$ cat config.mk
export PLATFORM = sky130hd
export DESIGN_NAME = spi_slave_to_ctrlport_master
export DESIGN_NICKNAME = d
export VERILOG_FILES = /design/src/rtl/spi_slave_to_ctrlport_master.sv
export SDC_FILE = /design/constraint.sdc
export NUM_CORES = 1
export LEC_CHECK = 0
export BUFFER_PORTS_ARGS = -buffer_cell sky130_fd_sc_hd__buf_4
export CORE_MARGIN = 2
export CORE_UTILIZATION = 52
export CTS_CLUSTER_DIAMETER = 150
export DETAILED_ROUTE_END_ITERATION = 10
export PLACE_DENSITY = 0.76
export SETUP_SLACK_MARGIN = 0.5
export SYNTH_ARGS = -nofsm -noshare
export SYNTH_HDL_FRONTEND = slang
export SYNTH_SLANG_ARGS = --single-unit
$ cat constraint.sdc
create_clock -name ctrlport_clk -period 6.5 [get_ports ctrlport_clk]
set_input_delay 0.975 -clock ctrlport_clk [delete_from_list [all_inputs] [get_ports ctrlport_clk]]
set_output_delay 0.975 -clock ctrlport_clk [all_outputs]
set_load 0.02 [all_outputs]
$ cat src/rtl/spi_slave_to_ctrlport_master.sv
// SPI slave terminating the 64-bit control-port frame and driving a ctrlport master.
// Optional saturating error counter built when SPI_SLAVE_ERR_CNT_EN is defined.
module spi_slave_to_ctrlport_master #(
    parameter logic [4:0] ADDR_PREFIX = 5'b00000,
    parameter int         SYNC_STAGES = 2
) (
    input  logic        ctrlport_clk,
    input  logic        ctrlport_rst,
    input  logic        ss,
    input  logic        sclk,
    input  logic        mosi,
    output logic        miso,
    output logic        m_ctrlport_req_wr,
    output logic        m_ctrlport_req_rd,
    output logic [19:0] m_ctrlport_req_addr,
    output logic [31:0] m_ctrlport_req_data,
    input  logic        m_ctrlport_resp_ack,
    input  logic [1:0]  m_ctrlport_resp_status,
    input  logic [31:0] m_ctrlport_resp_data,
    output logic [15:0] err_count,
    output logic [2:0]  dbg_state
);

    typedef enum logic [2:0] {
        ST_IDLE      = 3'd0,
        ST_HEADER    = 3'd1,
        ST_WR_DATA   = 3'd2,
        ST_WAIT_RD   = 3'd3,
        ST_WAIT_WR   = 3'd4,
        ST_SHIFT_OUT = 3'd5,
        ST_DONE      = 3'd6
    } state_t;

    logic [SYNC_STAGES-1:0] r_ss_sync;
    logic [SYNC_STAGES-1:0] r_sclk_sync;
    logic [SYNC_STAGES-1:0] r_mosi_sync;
    logic                   r_ss_d;
    logic                   r_sclk_d;

    state_t      r_state;
    logic [5:0]  r_bit_cnt;
    logic [45:0] r_rx;
    logic [39:0] r_resp;
    logic        r_miso;
    logic        r_req_wr;
    logic        r_req_rd;
    logic [19:0] r_addr;
    logic [31:0] r_wdata;
    logic        r_outstanding;
    logic        r_mine;
    logic        r_got_ack;
    logic [31:0] r_rdata;
    logic [1:0]  r_status;

    logic        w_ss;
    logic        w_sclk;
    logic        w_mosi;
    logic        w_ss_fall;
    logic        w_sclk_rise;
    logic        w_sclk_fall;
    logic        w_active;
    logic        w_abort;
    logic        w_deadline;
    logic        w_ack_now;
    logic        w_ack_ok;
    logic [31:0] w_rdata;
    logic [1:0]  w_status;
    logic [39:0] w_resp_word;

    always_ff @(posedge ctrlport_clk or posedge ctrlport_rst) begin
        if (ctrlport_rst) begin
            r_ss_sync   <= '1;
            r_sclk_sync <= '0;
            r_mosi_sync <= '0;
            r_ss_d      <= 1'b1;
            r_sclk_d    <= 1'b0;
        end else begin
            r_ss_sync   <= {r_ss_sync[SYNC_STAGES-2:0], ss};
            r_sclk_sync <= {r_sclk_sync[SYNC_STAGES-2:0], sclk};
            r_mosi_sync <= {r_mosi_sync[SYNC_STAGES-2:0], mosi};
            r_ss_d      <= w_ss;
            r_sclk_d    <= w_sclk;
        end
    end

    assign w_ss        = r_ss_sync[SYNC_STAGES-1];
    assign w_sclk      = r_sclk_sync[SYNC_STAGES-1];
    assign w_mosi      = r_mosi_sync[SYNC_STAGES-1];
    assign w_ss_fall   = r_ss_d & ~w_ss;
    assign w_sclk_rise = w_sclk & ~r_sclk_d;
    assign w_sclk_fall = ~w_sclk & r_sclk_d;

    assign w_active = (r_state == ST_HEADER) || (r_state == ST_WR_DATA) ||
                      (r_state == ST_WAIT_RD) || (r_state == ST_WAIT_WR) ||
                      (r_state == ST_SHIFT_OUT);
    assign w_abort  = w_active & w_ss;

    // Deadline is the falling edge that launches the first response bit of the frame type.
    assign w_deadline = ~w_ss & w_sclk_fall &
                        (((r_state == ST_WAIT_RD) && (r_bit_cnt == 6'd24)) ||
                         ((r_state == ST_WAIT_WR) && (r_bit_cnt == 6'd61)));

    // Only an ack for this frame's own request is reported; an ack on the deadline cycle counts.
    assign w_ack_now = m_ctrlport_resp_ack & r_mine;
    assign w_ack_ok  = r_got_ack | w_ack_now;
    assign w_rdata   = r_got_ack ? r_rdata  : (w_ack_now ? m_ctrlport_resp_data   : 32'h0);
    assign w_status  = r_got_ack ? r_status : (w_ack_now ? m_ctrlport_resp_status : 2'b00);

    assign w_resp_word = (r_state == ST_WAIT_RD) ? {w_rdata, 5'b00000, w_ack_ok, w_status}
                                                 : {w_ack_ok, w_status, 37'h0};

    always_ff @(posedge ctrlport_clk or posedge ctrlport_rst) begin
        if (ctrlport_rst) begin
            r_state       <= ST_IDLE;
            r_bit_cnt     <= 6'd0;
            r_rx          <= '0;
            r_resp        <= '0;
            r_miso        <= 1'b0;
            r_req_wr      <= 1'b0;
            r_req_rd      <= 1'b0;
            r_addr        <= '0;
            r_wdata       <= '0;
            r_outstanding <= 1'b0;
            r_mine        <= 1'b0;
            r_got_ack     <= 1'b0;
            r_rdata       <= '0;
            r_status      <= '0;
        end else begin
            r_req_wr <= 1'b0;
            r_req_rd <= 1'b0;

            if (m_ctrlport_resp_ack) begin
                r_outstanding <= 1'b0;
            end

            if (w_ss) begin
                r_bit_cnt <= 6'd0;
            end else if (w_sclk_rise && w_active) begin
                r_bit_cnt <= r_bit_cnt + 6'd1;
                r_rx      <= {r_rx[44:0], w_mosi};
            end

            if (w_ack_now && !r_got_ack) begin
                r_got_ack <= 1'b1;
                r_rdata   <= m_ctrlport_resp_data;
                r_status  <= m_ctrlport_resp_status;
            end

            if (w_abort) begin
                r_state <= ST_IDLE;
                r_mine  <= 1'b0;
                r_miso  <= 1'b0;
            end else begin
                case (r_state)
                    ST_IDLE: begin
                        r_miso    <= 1'b0;
                        r_mine    <= 1'b0;
                        r_got_ack <= 1'b0;
                        if (w_ss_fall) begin
                            r_state <= ST_HEADER;
                        end
                    end
                    ST_HEADER: begin
                        if (w_sclk_rise && (r_bit_cnt == 6'd15)) begin
                            if (r_rx[14]) begin
                                r_state <= ST_WR_DATA;
                            end else begin
                                r_state <= ST_WAIT_RD;
                                if (!r_outstanding) begin
                                    r_req_rd      <= 1'b1;
                                    r_outstanding <= 1'b1;
                                    r_mine        <= 1'b1;
                                    r_addr        <= {ADDR_PREFIX, r_rx[13:0], w_mosi};
                                end
                            end
                        end
                    end
                    ST_WR_DATA: begin
                        if (w_sclk_rise && (r_bit_cnt == 6'd47)) begin
                            r_state <= ST_WAIT_WR;
                            if (!r_outstanding) begin
                                r_req_wr      <= 1'b1;
                                r_outstanding <= 1'b1;
                                r_mine        <= 1'b1;
                                r_addr        <= {ADDR_PREFIX, r_rx[45:31]};
                                r_wdata       <= {r_rx[30:0], w_mosi};
                            end
                        end
                    end
                    ST_WAIT_RD, ST_WAIT_WR: begin
                        if (w_deadline) begin
                            r_miso  <= w_resp_word[39];
                            r_resp  <= {w_resp_word[38:0], 1'b0};
                            r_mine  <= 1'b0;
                            r_state <= ST_SHIFT_OUT;
                        end
                    end
                    ST_SHIFT_OUT: begin
                        if (w_sclk_fall) begin
                            r_miso <= r_resp[39];
                            r_resp <= {r_resp[38:0], 1'b0};
                            if (r_bit_cnt == 6'd63) begin
                                r_state <= ST_DONE;
                            end
                        end
                    end
                    ST_DONE: begin
                        if (w_ss) begin
                            r_state <= ST_IDLE;
                        end
                    end
                    default: r_state <= ST_IDLE;
                endcase
            end
        end
    end

`ifdef SPI_SLAVE_ERR_CNT_EN
    logic [15:0] r_err_count;
    logic        w_err_event;

    assign w_err_event = w_abort | (w_deadline & ~w_ack_ok);

    always_ff @(posedge ctrlport_clk or posedge ctrlport_rst) begin
        if (ctrlport_rst) begin
            r_err_count <= 16'h0;
        end else if (w_err_event && (r_err_count != 16'hFFFF)) begin
            r_err_count <= r_err_count + 16'h1;
        end
    end

    assign err_count = r_err_count;
`else
    assign err_count = 16'h0;
`endif

    assign miso                = r_miso & ~ss;
    assign m_ctrlport_req_wr   = r_req_wr;
    assign m_ctrlport_req_rd   = r_req_rd;
    assign m_ctrlport_req_addr = r_addr;
    assign m_ctrlport_req_data = r_wdata;
    assign dbg_state           = r_state;

endmodule

==> results of run 1 <==
cell families after synthesis:
logic type	synth area share
xor gates and xnor gates	0.007259
DFF	0.5604
buffers and inverters	0.04652
AOI/OAI and AO/OA	0.08400
muxes	0.2370
and+or+nand+nor	0.05985
other	0.0004440
adders and majority gates	0.004445
flip-flops by register name (all words and copies together), names as in the netlist, 2 cells and up:
name / cells
dbg_state: 3
m_ctrlport_req_data: 32
r_mosi_sync: 2
r_ss_sync: 2
r_resp: 39
r_rdata: 32
r_rx: 46
r_bit_cnt: 6
r_sclk_sync: 2
m_ctrlport_req_addr: 15
r_status: 2
metal layers:
metal,global-route usage,share of wire,vias to the layer above
met5,0,0,-
met4,0.04771,0.0094,0
met3,0.05633,0.055,14
met2,0.3153,0.50,139
met1,0.2529,0.44,2642
li1,-,-,2450
area by class of cell:
class / count / area share
timing repair buffer: 99 / 0.07612
multi-input combinational: 409 / 0.3485
tap: 216 / 0.02768
clock inverter: 12 / 0.01397
inverter: 10 / 0.004229
clock buffer: 20 / 0.04473
sequential: 189 / 0.4848
critical path: stages, from the launching register on:
cell	delay [ns]
dfrtp_1	0.75
and2_1	0.70
nand3_2	0.86
mux2_2	0.58
synth_stat cells (4+ instances only):
cell / number / area share
nand2b_1: 8 / 0.0059
buf_1: 5 / 0.0022
nor2b_1: 5 / 0.0037
a22oi_1: 32 / 0.028
inv_1: 10 / 0.0044
nor3_1: 5 / 0.0030
buf_2: 11 / 0.0065
xnor2_1: 4 / 0.0041
nand3_1: 4 / 0.0024
a21oi_1: 4 / 0.0024
a22o_1: 5 / 0.0052
or3_1: 4 / 0.0030
buf_4: 22 / 0.020
mux2_2: 176 / 0.23
nand2_1: 40 / 0.018
o21ai_0: 34 / 0.020
nor2_1: 13 / 0.0058
a211oi_1: 4 / 0.0036
dfrtp_1: 186 / 0.55
clkbuf_1: 22 / 0.0098
how the worst min path moves through the flow:
stage                              start             end  slack, ns  depth (start not counted)
after floorplan           r_mosi_sync[0]  r_mosi_sync[1]       0.33                          0
after global placement    r_mosi_sync[0]  r_mosi_sync[1]       0.33                          0
after detailed placement  r_sclk_sync[0]  r_sclk_sync[1]       0.34                          0
after CTS                 r_sclk_sync[0]  r_sclk_sync[1]       0.36                          0
after global routing        r_ss_sync[0]    r_ss_sync[1]       0.36                          0
final                     r_sclk_sync[0]  r_sclk_sync[1]       0.35                          0
stage by stage:
stage,util,hold WS (ns)
after floorplan,-,0.3312
after global placement,0.5785,0.3336
after detailed placement,0.5785,0.3397
after CTS,0.6146,0.3563
after global routing,0.6146,0.3611
final,0.6146,0.3537
where the power goes:
part | internal (mW) | switching, mW
clock | 0.570 | 0.443
sequential | 1.33 | 0.160
combinational | 0.348 | 0.350
==> flow_summary_export.csv, run 1 <==
group,metric,value,unit
critical_path,cp-start-kind,"register",
yosys,ys_seq_elements,189,
floorplanning,rows,46,
floorplanning,start_util,0.5317,
yosys,dominantRegCellSynth,"dfrtp_1",
yosys,ys_types,56,
critical_path,path_class,"reg2reg",
critical_path,worst_setup_path_end_kind,"register",
critical_path,timing.critical_path.to,"m_ctrlport_req_data[16]",
sta,max_slew.worst_pin.slew,1.198,ns
sta,rsz0062_at_grt,"no",
yosys,ys_warn_count,0,
place,dpl.hpwl,10410,um
sta,min_period,3.004,ns
clock_network,clock_path_buffers,2,
sta,setup_ws,3.496,ns
power_and_ir_drop,finalPower,3.204,mW
final_layout,fillCellCount,1257,
sta,max_freq,332.9,MHz
final_layout,final_common_cell,"dfrtp_1",
job,drv_cap,0,
yosys,netlist_area,8446,sq um
critical_path,reg2reg_to,"m_ctrlport_req_data[16]",
final_layout,diodes,0,
routing,ant_nets,0,
final_layout,drive_above_1_share,0.4276,
final_layout,multiInputGateArea,3402,sq um
critical_path,timing.rr.start,"dbg_state[1]",
clock_network,cts_buffers,17,
critical_path,worst-r2r-cell-count,3,
sta,finalHoldViolations,0,
power_and_ir_drop,ir_drop,0.2647,mV
power_and_ir_drop,power.leakage,4.664,nW
yosys,synth_edf_count,0,
clock_network,clockRootBuffer,"clkbuf_16",
final_layout,synthToLayoutAreaGrowth,15.60,%
clock_network,path_clk_slew,0.07,ns
final_layout,layout_common_cells,"186 x dfrtp_1, 176 x mux2_2, 99 x buf_4",
clock_network,postCtsResizedCells,0,
sta,fin_setup_tns,0,ns
routing,wirelength,16020,um
critical_path,cp_max_fo,34,
min_path,min-delay-path-class,"reg2reg",
final_layout,layout.nets,769,
yosys,async_flop_share,1.000,
sta,slew_headroom,0.2014,
clock_network,hold_buffers,0,
routing,detail_route.wl_per_cell,16.78,um
critical_path,crit_start,"dbg_state[1]",
final_layout,fin_cells,955,
critical_path,critPathArrivalTime,3.31,ns
final_layout,register_area,4733,sq um
critical_path,r2r_slack,3.50,ns
global_route,antenna_found_initial,0,
outcome,outcome,"finished, final reports clean",
place,io_buffer_count,92,
floorplanning,die_h,131.4,um
floorplanning,die_area,17280,sq um
floorplanning,core-area,15890,sq um
sta,finClkSkew,0.008043,ns
final_layout,final_area,9763,sq um
place,gp_congestion,0.8772,
clock_network,cts_tree,"yes",
sta,finalSetupViolations,0,
clock_network,clock_latency,0.42,ns
critical_path,cp.required,6.80,ns
yosys,syn_inst,651,
routing,vias,5245,
global_route,grt_overflow_total,0,
sta,finalCritPeriodShare,0.4621,
routing,drcViolationCount,0,
routing,viasPerCell,5.492,
clock_network,cts_setup_buffers,0,
clock_network,htreeDepth,4,
power_and_ir_drop,power_density,328.2,nW/um^2
global_route,grt_use_total,0.1923,
global_route,grt_pass1_vias,5352,
routing,drt_iter0_drc,287,
yosys,avgSynthCellArea,12.97,sq um
global_route,grt_max_degree,72,
sta,drv_slew,0,
floorplanning,die_w,131.4,um
place,place_ws,3.530,ns
routing,drtPass1Iterations,5,
place,place_area,9190,sq um
global_route,grt_pass1_wl,26810,um
place,numPlacedInstances,923,
floorplanning,ios,114,
yosys,ys_seq_area_frac,0.5604,
clock_network,cts_sinks,189,
Note: power is estimated with default switching activity, not from simulation.
==> run 2: changes to the inputs <==
--- a/config.mk
+++ b/config.mk
@@ -5,6 +5,7 @@
 export SDC_FILE = /design/constraint.sdc
 export NUM_CORES = 1
 export LEC_CHECK = 0
+export ABC_AREA = 1
 export BUFFER_PORTS_ARGS = -buffer_cell sky130_fd_sc_hd__buf_4
 export CORE_MARGIN = 2
 export CORE_UTILIZATION = 52
==> constraint.sdc (replaced) <==
create_clock -name ctrlport_clk -period 2.6 [get_ports ctrlport_clk]
set_input_delay 0.39 -clock ctrlport_clk [delete_from_list [all_inputs] [get_ports ctrlport_clk]]
set_output_delay 0.39 -clock ctrlport_clk [all_outputs]
set_load 0.02 [all_outputs]
==> run 2 against run 1 <==
Global-route usage increased by 1.2 points. Utilization grew 0.61 points. Combinational power grew to 3.3 times the previous value. Worst hold slack worse by 0.29 ns. Clock skew shrank 0.0013 ns. Cell area is 0.10% lower. Largest cell class unchanged. Highest routed layer unchanged.
==> flow_summary_export.csv, run 2 <==
group,metric,value,unit
outcome,outcome,"finished, final reports clean",
yosys,synth_compound_area_frac,0.1641,
final_layout,diodes,0,
clock_network,clockRootBuffer,"clkbuf_16",
yosys,synth_xor_area_frac,0.001059,
routing,ant_nets,0,
final_layout,layout.nets,1073,
global_route,grt_use_total,0.2043,
yosys,synth_common_cells,"269 x nand2_1, 186 x dfrtp_1, 157 x o21ai_0, 95 x inv_1, 51 x o21ai_1",
sta,finalSetupViolations,0,
yosys,ys_types,33,
yosys,yosysMostFrequentCell,"nand2_1",
critical_path,cp.required,2.92,ns
floorplanning,die_area,16930,sq um
sta,rsz0062_at_grt,"no",
routing,vias,6384,
yosys,netlist_area,8272,sq um
clock_network,cts_sinks,189,
global_route,grt_overflow_total,0,
place,gp_congestion,0.8487,
critical_path,cp-start-kind,"register",
routing,drcViolationCount,0,
yosys,ys_seq_elements,189,
yosys,synth_mux_area_frac,0,
yosys,synth_edf_count,0,
place,dpl.hpwl,11150,um
yosys,synthSimpleGateAreaFrac,0.1612,
power_and_ir_drop,power_density,917.4,nW/um^2
final_layout,largest_registers,"r_rx (46), r_resp (39)",
global_route,grt_pass1_wl,27540,um
final_layout,layout_common_cells,"269 x nand2_1, 185 x dfrtp_1, 157 x o21ai_0",
routing,drtPass1Iterations,5,
yosys,yosys.area_share.adder,0.004538,
final_layout,largest_reg_flops,46,
yosys,dominantRegCellSynth,"dfrtp_1",
clock_network,clock_latency,0.43,ns
yosys,synthTopCellsByArea,"dfrtp_1 56%, nand2_1 12%, o21ai_0 9.5%, inv_1 4.3%, o21ai_1 3.1%",
clock_network,cts_tree,"yes",
yosys,ys_seq_area_frac,0.5722,
floorplanning,ios,114,
sta,fin_setup_tns,0,ns
floorplanning,die_h,130.1,um
yosys,syn_inst,947,
job,drv_cap,0,
sta,finClkSkew,0.006739,ns
place,io_buffer_count,92,
sta,min_period,1.948,ns
global_route,grt_max_degree,77,
final_layout,drive_above_1_share,0.1641,
power_and_ir_drop,ir_drop,0.4970,mV
critical_path,path_class,"reg2reg",
sta,max_slew.worst_pin.slew,0.7513,ns
sta,whs,0.06813,ns
routing,viasPerCell,5.075,
final_layout,top_register,"r_rx",
clock_network,path_clk_slew,0.07,ns
clock_network,cts_buffers,17,
yosys,synth_area_leader_cell,"dfrtp_1",
sta,finalHoldViolations,0,
final_layout,final_common_cell,"nand2_1",
routing,wirelength,16480,um
yosys,ys_warn_count,0,
floorplanning,core-area,15710,sq um
routing,detail_route.wl_per_cell,13.10,um
final_layout,synthToLayoutAreaGrowth,17.91,%
min_path,min-delay-path-class,"in2reg",
sta,finalCritPeriodShare,0.7492,
yosys,synth_top_area_frac,0.5627,
global_route,antenna_found_initial,0,
sta,setup_ws,0.6521,ns
global_route,grt_pass1_vias,5876,
sta,slew_headroom,0.4981,
critical_path,critPathArrivalTime,2.27,ns
floorplanning,rows,46,
floorplanning,start_util,0.5264,
yosys,async_flop_share,1.000,
sta,max_freq,513.4,MHz
floorplanning,die_w,130.1,um
sta,drv_slew,0,
yosys,synth_top_family_by_area,"compound AO/OA/AOI/OAI gates",
yosys,avgSynthCellArea,8.735,sq um
power_and_ir_drop,finalPower,8.947,mW
clock_network,htreeDepth,4,
final_layout,fillCellCount,1305,
critical_path,cp_max_fo,10,
place,place_ws,0.5383,ns
critical_path,worst_setup_path_end_kind,"register",
power_and_ir_drop,power.leakage,4.718,nW
routing,drt_iter0_drc,404,
clock_network,clock_path_buffers,2,
run 2: worst max-delay path, stage by stage (launching register included):
cell and delay [ns]:
dfstp_2 0.71, clkinvlp_4 0.27, nand4_1 0.15, inv_1 0.04, nand2_1 0.08, nand2_1 0.06
nor2_1 0.22, nand3_1 0.17, nand2_1 0.10, nand2_1 0.05
run 2: layout make-up:
type                            count  area (sq um)  share of cell area
Clock inverter                     13         166.4             0.01706
Sequential cell                   189          4735              0.4854
Timing Repair Buffer              112         903.4             0.09262
Multi-Input combinational cell    605          2835              0.2907
Inverter                          105         404.1             0.04144
Clock buffer                       18         439.2             0.04503
Tap cell                          216         270.3             0.02771
run 2: what timing repair did:
item	4_1_cts	5_1_grt
hold buffers	0	0
buffers inserted	0	1
setup endpoints to repair	0	27
gates resized for setup	0	2
run 2: metrics by stage:
stage,area (sq um),utilization,instances
final,9753,0.6207,1258
after detailed placement,9124,0.5807,1225
after global placement,9124,0.5807,1225
after CTS,9729,0.6192,1256
after global routing,9753,0.6207,1258
after floorplan,8351,-,967
run 2: final timing paths:
kind,end,depth (start not counted),slack (ns),startpoint
max reg2reg,dbg_state[1],9,0.65,r_ss_sync[1]
min,r_mosi_sync[0],1,0.07,mosi
min reg2reg,r_mosi_sync[1],0,0.35,r_mosi_sync[0]
max in group asynchronous,r_rdata[31],3,1.79,ctrlport_rst
min in group asynchronous,r_resp[7],2,0.10,ctrlport_rst
max,dbg_state[1],9,0.65,r_ss_sync[1]
run 2: layer usage:
| layer | wire length, um | vias up | global-route usage |
|---|---|---|---|
| met3 | 769 | 24 | 0.05207 |
| met4 | 242 | 0 | 0.06009 |
| li1 | - | 3198 | - |
| met2 | 7729 | 150 | 0.3243 |
| met1 | 7740 | 3012 | 0.2802 |
| met5 | 0 | - | 0 |
run 2: logic make-up (layout without fill, tap and decap cells):
| family | after synthesis | count (layout) |
|---|---|---|
| xor+xnor | 1 | 1 |
| compound gates | 252 | 252 |
| simple gates | 327 | 328 |
| fa+ha+maj | 3 | 3 |
| flops | 189 | 189 |
| buf+inv | 174 | 248 |
| other cells | 1 | 21 |
run 2: where the power goes:
group,total [mW],switching (mW),internal [mW]
combinational,2.33,1.51,0.813
sequential,3.98,0.356,3.62
clock,2.64,1.10,1.54
==> run 3: changes to the inputs <==
--- a/config.mk
+++ b/config.mk
@@ -8,10 +8,10 @@
 export ABC_AREA = 1
 export BUFFER_PORTS_ARGS = -buffer_cell sky130_fd_sc_hd__buf_4
 export CORE_MARGIN = 2
-export CORE_UTILIZATION = 52
+export CORE_UTILIZATION = 57
 export CTS_CLUSTER_DIAMETER = 150
 export DETAILED_ROUTE_END_ITERATION = 10
-export PLACE_DENSITY = 0.76
+export PLACE_DENSITY = 0.79
 export SETUP_SLACK_MARGIN = 0.5
 export SYNTH_ARGS = -nofsm -noshare
 export SYNTH_HDL_FRONTEND = slang
==> constraint.sdc (replaced) <==
create_clock -name ctrlport_clk -period 1.8 [get_ports ctrlport_clk]
set_input_delay 0.27 -clock ctrlport_clk [delete_from_list [all_inputs] [get_ports ctrlport_clk]]
set_output_delay 0.27 -clock ctrlport_clk [all_outputs]
set_load 0.02 [all_outputs]
==> run 3 against run 2 <==
The run now ends with negative setup slack left. Worst setup slack worse by 0.90 ns. Cell count grew 0.79%. Global-route usage is 4.6 points higher. Non-clock buffer count up 42. Critical path depth grew 2. Utilization rose by 13 points. Largest cell class unchanged. Worst hold slack worse by 0.0071 ns. Highest routed layer unchanged. Critical endpoint is now r_resp[21]. Sequential share of layout area decreased by 4.4 points. Critical path type unchanged. Combinational power rose by 110%.
==> flow_summary_export.csv, run 3 (synthesis gave the netlist of run 2 again) <==
group,metric,value,unit
clock_network,clockRootBuffer,"clkbuf_16",
final_layout,multiInputGateArea,3192,sq um
power_and_ir_drop,ir_drop,0.7513,mV
sta,min_period,2.046,ns
routing,drt_iter0_drc,687,
sta,finalHoldViolations,0,
place,gp_congestion,0.8448,
clock_network,cts_sinks,189,
sta,max_freq,488.7,MHz
routing,drtPass1Iterations,6,
final_layout,largest_reg_flops,46,
routing,ant_nets,0,
final_layout,largest_registers,"r_rx (46), r_resp (39)",
min_path,min_from,"m_ctrlport_resp_data[4]",
final_layout,layout_common_cells,"243 x nand2_1, 184 x dfrtp_1, 131 x o21ai_0",
global_route,grt_pass1_vias,6632,
final_layout,fillCellCount,949,
floorplanning,core-area,14370,sq um
final_layout,final_common_cell,"nand2_1",
final_layout,diodes,0,
place,dpl.hpwl,10900,um
floorplanning,start_util,0.5757,
final_layout,register_area,4736,sq um
floorplanning,rows,44,
floorplanning,die_w,124.5,um
critical_path,path_class,"reg2reg",
critical_path,cp-start-kind,"register",
sta,rsz0062_at_grt,"yes",
outcome,outcome,"finished with violations",
routing,viasPerCell,5.680,
global_route,antenna_found_initial,0,
final_layout,synthToLayoutAreaGrowth,29.71,%
final_layout,fin_util,0.7467,
global_route,grt_max_degree,51,
place,io_buffer_count,92,
sta,drv_slew,0,
critical_path,crit_start,"r_bit_cnt[1]",
global_route,grt_use_total,0.2506,
power_and_ir_drop,power_density,1328,nW/um^2
clock_network,path_clk_slew,0.07,ns
global_route,grt_pass1_wl,31660,um
routing,drcViolationCount,0,
critical_path,cp_max_fo,4,
critical_path,critPathArrivalTime,2.38,ns
floorplanning,die_h,124.5,um
sta,setup_ws,-0.2463,ns
floorplanning,ios,114,
routing,vias,7202,
sta,slew_headroom,0.6353,
clock_network,htreeDepth,4,
job,drv_cap,0,
clock_network,cts_tree,"yes",
sta,finClkSkew,0.008863,ns
sta,fin_setup_tns,-5.717,ns
final_layout,layout.nets,1114,
routing,wirelength,21800,um
sta,finalCritPeriodShare,1.137,
final_layout,top_register,"r_rx",
floorplanning,die_area,15490,sq um
clock_network,clock_path_buffers,2,
critical_path,worst_setup_path_end_kind,"register",
sta,finalSetupViolations,58,
critical_path,timing.rr.start,"r_bit_cnt[1]",
clock_network,cts_buffers,17,
routing,detail_route.wl_per_cell,17.19,um
global_route,grt_overflow_total,0,
critical_path,cp.required,2.13,ns
power_and_ir_drop,power.leakage,5.188,nW
outcome,violations,"negative setup slack",
min_path,min-delay-path-class,"in2reg",
clock_network,clock_latency,0.44,ns
sta,max_slew.worst_pin.slew,0.5459,ns
final_layout,drive_above_1_share,0.2685,
==> run 3: changes by cell type in the layout (fill, tap and decap cells not counted), sizes merged <==
cell         previous run  this run
clkbuf                 18        22
bufinv                  3         1
nand3b                  2         1
bufbuf                  0         2
inv                   104       106
buf                   112       144
dlygate4sd3             0         4
clkinvlp                4         5
==> run 3: report_power, final <==
group          total (mW)  internal [mW]  switching, mW  leakage (nW)
clock                3.67           1.97           1.70         0.273
sequential           5.78           5.23          0.550          2.53
combinational        4.80           1.91           2.89          2.39
==> run 3: layout make-up <==
cell class,instances,share of cell area
clock buffer,18,0.04093
clock inverter,14,0.01236
tap,184,0.02146
multi-input combinational,604,0.2975
sequential,189,0.4414
timing repair buffer,154,0.1480
inverter,105,0.03837
==> run 3: per-layer routing <==
layer  vias to the layer above  GRT usage  wire (um)
li1                       3271          -          -
met1                      3479     0.3329       8736
met2                       363     0.4105      10900
met3                        89    0.04682       1328
met4                         0     0.1011        825
met5                         -          0          0
==> run 3: timing repair <==
item | in CTS | in global routing
hold buffers | 4 | 0
setup endpoints to repair | 150 | 152
cloned | 7 | 4
buffers inserted | 11 | 4
endpoints found under the hold margin | 19 | 0
pin swaps | 3 | 18
gates resized for setup | 41 | 114
==> run 3: final timing paths <==
path                                            to  slack, ns  cells past startpoint
setup / recovery                        r_resp[21]      -0.25                     11
hold / removal                          r_rdata[4]       0.06                      3
setup reg to reg                        r_resp[21]      -0.25                     11
hold reg to reg                     r_mosi_sync[1]       0.35                      0
max in group asynchronous  m_ctrlport_req_data[10]       0.69                      4
min in group asynchronous                 r_rx[22]       0.45                      3
==> run 3: worst max-delay path: stages (launching register included) <==
cell and delay (ns):
dfrtp_1 0.41, inv_2 0.12, ha_4 0.14, nand3_2 0.09, nor2_1 0.13, nand2_1 0.09, nand2_1 0.12, nand2_2 0.09
nand2_4 0.09, nand3b_4 0.15, bufbuf_16 0.31, o21ai_0 0.21
==> run 3: through the flow <==
step                      instances  instance area (sq um)  total power, mW  hold WS [ns]  setup WS [ns]
final                          1268                  10730            14.25       0.06100        -0.2463
after floorplan                 967                   8387            8.170        0.2745        -0.9020
after global placement         1206                   9233            9.162        0.3348         0.1025
after detailed placement       1206                   9233            9.303        0.3347        0.01948
after global routing           1268                  10730            15.00       0.06495        -0.3013
after CTS                      1260                  10270            13.32       0.04786        0.06312
